$ cat config.mk
export PLATFORM = sky130hd
export DESIGN_NAME = inverse_factorial
export DESIGN_NICKNAME = d
export VERILOG_FILES = /design/src/rtl/inverse_factorial_pkg.sv /design/src/rtl/inverse_factorial.sv
export SDC_FILE = /design/constraint.sdc
export NUM_CORES = 1
export LEC_CHECK = 0
export ABC_AREA = 1
export CELL_PAD_IN_SITES_DETAIL_PLACEMENT = 0
export CELL_PAD_IN_SITES_GLOBAL_PLACEMENT = 1
export CORE_MARGIN = 5
export CORE_UTILIZATION = 46
export CTS_CLUSTER_DIAMETER = 100
export DETAILED_ROUTE_END_ITERATION = 8
export PLACE_DENSITY_LB_ADDON = 0.2
export RECOVER_POWER = 50
export SLEW_MARGIN = 10
export SYNTH_ARGS = -nofsm -noshare
export SYNTH_HDL_FRONTEND = slang
export SYNTH_SLANG_ARGS = --single-unit
$ cat constraint.sdc
create_clock -name clk -period 7.35 [get_ports clk]
set_input_delay 1.47 -clock clk [delete_from_list [all_inputs] [get_ports clk]]
set_output_delay 1.47 -clock clk [all_outputs]
set_load 0.02 [all_outputs]
$ cat src/rtl/inverse_factorial_pkg.sv
// inverse_factorial_pkg
// Shared constants and the FSM state type for the inverse-factorial engine.
// The state encoding matches the forward factorial engine so one controller
// can drive either unit with identical sequencing.
package inverse_factorial_pkg;

    // Largest n whose factorial fits in 32 bits (12! = 479001600).
    localparam int MAX_N  = 12;

    localparam int VAL_W  = 32;
    localparam int N_W    = 4;
    // A 32-bit running factorial times a 4-bit multiplier needs 36 bits, so
    // the compare against the operand never sees a truncated product.
    localparam int PROD_W = 36;

    typedef enum logic [1:0] {
        IDLE = 2'b00,
        OP   = 2'b01,
        DONE = 2'b10
    } state_t;

endpackage

$ cat src/rtl/inverse_factorial.sv
// inverse_factorial
// Finds the largest n (1..12) with n! <= value and reports whether n! equals
// value exactly. Iterative: one multiply and one compare per cycle.
//
// Ports:
//   clk    in   1   rising-edge clock
//   rst_n  in   1   asynchronous active-low reset
//   start  in   1   request, sampled only while ready=1
//   value  in  32   unsigned operand, latched on the accepted start
//   ready  out  1   high while idle
//   tick   out  1   one-cycle pulse when n_out/exact are fresh
//   n_out  out  4   result n (0 when value was 0), held until next result
//   exact  out  1   1 when n_out! == latched value, held with n_out
module inverse_factorial
    import inverse_factorial_pkg::*;
(
    input  logic             clk,
    input  logic             rst_n,
    input  logic             start,
    input  logic [VAL_W-1:0] value,
    output logic             ready,
    output logic             tick,
    output logic [N_W-1:0]   n_out,
    output logic             exact
);

    state_t state;
    state_t state_next;

    logic [VAL_W-1:0]  value_q;
    logic [VAL_W-1:0]  value_next;
    logic [VAL_W-1:0]  fact;
    logic [VAL_W-1:0]  fact_next;
    logic [N_W-1:0]    k;
    logic [N_W-1:0]    k_next;
    logic [N_W-1:0]    k_inc;
    logic [N_W-1:0]    n_next;
    logic              exact_next;
    logic [PROD_W-1:0] prod;
    logic              overshoot;

    // State register
    always_ff @(posedge clk or negedge rst_n) begin
        if (!rst_n) begin
            state <= IDLE;
        end else begin
            state <= state_next;
        end
    end

    // Next-state and datapath update. fact always holds k! while in OP.
    always_comb begin
        state_next = state;
        value_next = value_q;
        fact_next  = fact;
        k_next     = k;
        n_next     = n_out;
        exact_next = exact;

        k_inc     = k + N_W'(1);
        prod      = PROD_W'(fact) * PROD_W'(k_inc);
        // The k==MAX_N term is redundant (13 * 12! already exceeds any
        // 32-bit value) but pins the loop bound independently of the compare.
        overshoot = (prod > {{(PROD_W-VAL_W){1'b0}}, value_q}) ||
                    (k >= N_W'(MAX_N));

        case (state)
            IDLE: begin
                if (start) begin
                    if (value != '0) begin
                        value_next = value;
                        fact_next  = VAL_W'(1);
                        k_next     = N_W'(1);
                        state_next = OP;
                    end else begin
                        // 0! is not reported; zero short-circuits to n=0.
                        n_next     = '0;
                        exact_next = 1'b0;
                        state_next = DONE;
                    end
                end
            end
            OP: begin
                if (overshoot) begin
                    n_next     = k;
                    exact_next = (fact == value_q);
                    state_next = DONE;
                end else begin
                    fact_next = prod[VAL_W-1:0];
                    k_next    = k_inc;
                end
            end
            DONE: begin
                state_next = IDLE;
            end
            default: begin
                state_next = IDLE;
            end
        endcase
    end

    // Datapath and result registers
    always_ff @(posedge clk or negedge rst_n) begin
        if (!rst_n) begin
            value_q <= '0;
            fact    <= VAL_W'(1);
            k       <= N_W'(1);
            n_out   <= '0;
            exact   <= 1'b0;
        end else begin
            value_q <= value_next;
            fact    <= fact_next;
            k       <= k_next;
            n_out   <= n_next;
            exact   <= exact_next;
        end
    end

    // Output decode
    assign ready = (state == IDLE);
    assign tick  = (state == DONE);

endmodule

==> results.cfg <==
[synthesis]
ys_ff_latch = 75
yosysSeqAreaShare_pct = 21.4
synth_edf_count = 0
synthCells = 1225
yosysMostFrequentCell = nand2_1
synthArstFlopShare_pct = 100
ys_top_cells_by_area = dfrtp_1, fa_1, nand2_1
syn_nets = 1393
synth_top_area_share_pct = 20.8
synth_common_cells = nand2_1, inv_1, nor2_1
synth_ff_type = dfrtp_1
syn-cell-area_um2 = 8760
yosysWarnings = 0
avgSynthCellArea_um2 = 7.15
synth_cell_type_count = 45
synth_top_area_cell = dfrtp_1

[critical_path]
reg2reg_depth = 32
critPathRequiredTime_ps = 7590
critPathMaxStageDelay_ps = 540
start_kind = flip-flop
path_common_cell = nand2_1
cp.arrival_ps = 6810
r2r_setup_slack_ps = 780
worstSetupPathType = flip-flop to flip-flop
cp_max_fo = 38
cp_slowest_cell = fa_1
critPathCaptureType = flip-flop

[power]
p_clk_share_pct = 13.0
p_seq_share_pct = 22.9
swShare_pct = 55.5
powerDensity_nw_per_um2 = 366
p_int_mw = 1.58
p_sw_mw = 1.97
p_leak_nw = 5.38
power_frac_comb_pct = 64.1
ir_drop_uv = 302

[die]
die_area_um2 = 21900
boundaryPins = 42
rows = 50
die_x_um = 148
start_util_pct = 46.8
coreArea_um2 = 18700
die_h_um = 148

[timing]
hold_viol = 0
tns_ps = 0
worst_pin_slew_ps = 4350
rsz0062_at_grt = false
finalWorstSetupSlack_ps = 783
min_period_ps = 6570
finalSetupViolations = 0
maxSlewViolCount = 76
relSlewSlack_pct = -190
fin_skew_ps = 7.91
max_freq_mhz = 152
fin_crit_sh_pct = 89.4

[outcome]
violations = max-capacitance violations, max-slew violations
status = finished, violations left

[clock_network]
clk_path_buf_depth = 2
root_buffer = clkbuf_16
cts_tree = done
cts_made_buffers = 9
postCtsSetupBuffers = 0
path_clk_slew_ps = 70
ctsResizeCount = 0
cts_max_level = 3
cts_hold_buf = 0
cts.sinks = 75
clock_latency_ps = 360

[finish]
antenna-diode-count = 0
areaGrowthSynthToFinish_pct = 10.4
fill_cells = 1888
fin_nets = 1424
drive_gt1_share_pct = 6.42

[grt]
grt_pass1_vias = 7889
antenna_found_initial = 0
grt_max_degree = 76
grt-ovfl-total = 0
grt_usage_pct = 25.4
grt_pass1_wl_um = 43200

[route]
drtPass1Iterations = 6
drt_iter0_drc = 594
post_drt_via_cell_ratio = 5.30
drt_wl_total_um = 26900
ant_nets = 0
vias = 7922
route.detailed.drc = 0
wl_per_cell_um = 18.0

[placement]
dp_hpwl_um = 21500
dpl_worst_slack_ps = 923
port-buffer-count = 41
gp_congestion = 0.940

[job]
drv_cap = 1

[min_path]
min_path_cells = 2
hold_path.class = flip-flop to flip-flop
==> placed cells by master, fill, tap and decap left out, types with 11 or more instances in the layout <==
cell | synthesis | final
nand2_2 | 19 | 18
nor4_1 | 12 | 12
o21ai_0 | 11 | 11
nand2_1 | 262 | 262
nand3_2 | 16 | 16
a21oi_1 | 80 | 80
nand3_1 | 81 | 81
clkdlybuf4s50_1 | 0 | 37
xor2_1 | 25 | 25
xnor2_1 | 17 | 17
dfrtp_1 | 73 | 73
inv_1 | 244 | 244
fa_1 | 60 | 60
ha_1 | 73 | 73
nor2_1 | 148 | 147
==> state kept, by name (all words and copies together) (netlist names) <==
| name | cells |
|---|---|
| k | 4 |
| exact | 1 |
| fact | 32 |
| state | 2 |
| value_q | 32 |
| n_out | 4 |
==> per-stage QoR <==
step                instance area [µm²]  hold WS (ps)  instances  total power [mW]  util (%)
finish                             9680           483       1495              3.54      51.7
detailed placement                 9380           462       1479              3.05      50.1
global route                       9680           511       1495              3.85      51.7
CTS                                9680           482       1495              3.53      51.8
global placement                   9380           460       1479              3.03      50.1
floorplan                          8760           486       1225              2.35         -
==> logic make-up (layout without fill, tap and decap cells) <==
kind of cell	Yosys count	after routing	synth area share [%]
simple gates	563	563	28.4
buf+inv	279	315	12.9
fa+ha+maj	133	133	24.1
compound gates	131	131	8.44
flops	75	75	21.4
xor+xnor	43	43	4.51
mux	1	1	0.129
==> power by group through the flow <==
stage	combinational (mW)	sequential, mW	clock, mW
after global placement	2.22	0.813	0
after detailed placement	2.24	0.813	0
after floorplan	1.60	0.743	0
after global routing	2.53	0.835	0.484
after CTS	2.26	0.807	0.465
final	2.27	0.812	0.460
==> critical path, delay by kind of cell, from the launching register on <==
family / cells / cell delay, ps
DFF: 1 / 390
adders and majority gates: 5 / 1980
xor gates and xnor gates: 1 / 140
buffers and inverters: 6 / 940
and+or+nand+nor: 18 / 2460
AOI/OAI and AO/OA: 2 / 550
==> layer usage <==
metal	vias up	track usage, %	wire length (µm)	part of all wire [%]
met5	-	0	0	0
met3	44	4.63	1710	6.3
met2	249	40.4	12000	45
met4	0	6.97	668	2.5
met1	3753	35.7	12600	47
li1	3876	-	-	-
==> cell type report <==
cell class | instances | area [µm²] | area share, %
clock buffer | 9 | 225 | 2.33
clock inverter | 7 | 75.1 | 0.776
inverter | 247 | 927 | 9.58
multi-input combinational | 871 | 5770 | 59.6
sequential | 75 | 1880 | 19.4
tap | 234 | 293 | 3.03
timing repair buffer | 52 | 512 | 5.29
==> worst paths after layout <==
path                            startpoint    endpoint
worst min register to register    n_out[0]    n_out[0]
worst max-delay path                  k[0]    fact[12]
max in group asynchronous            rst_n  value_q[8]
min in group asynchronous            rst_n    n_out[2]
worst min-delay path              n_out[0]    n_out[0]
worst max register to register        k[0]    fact[12]
Power figures use the tool's default switching activity.
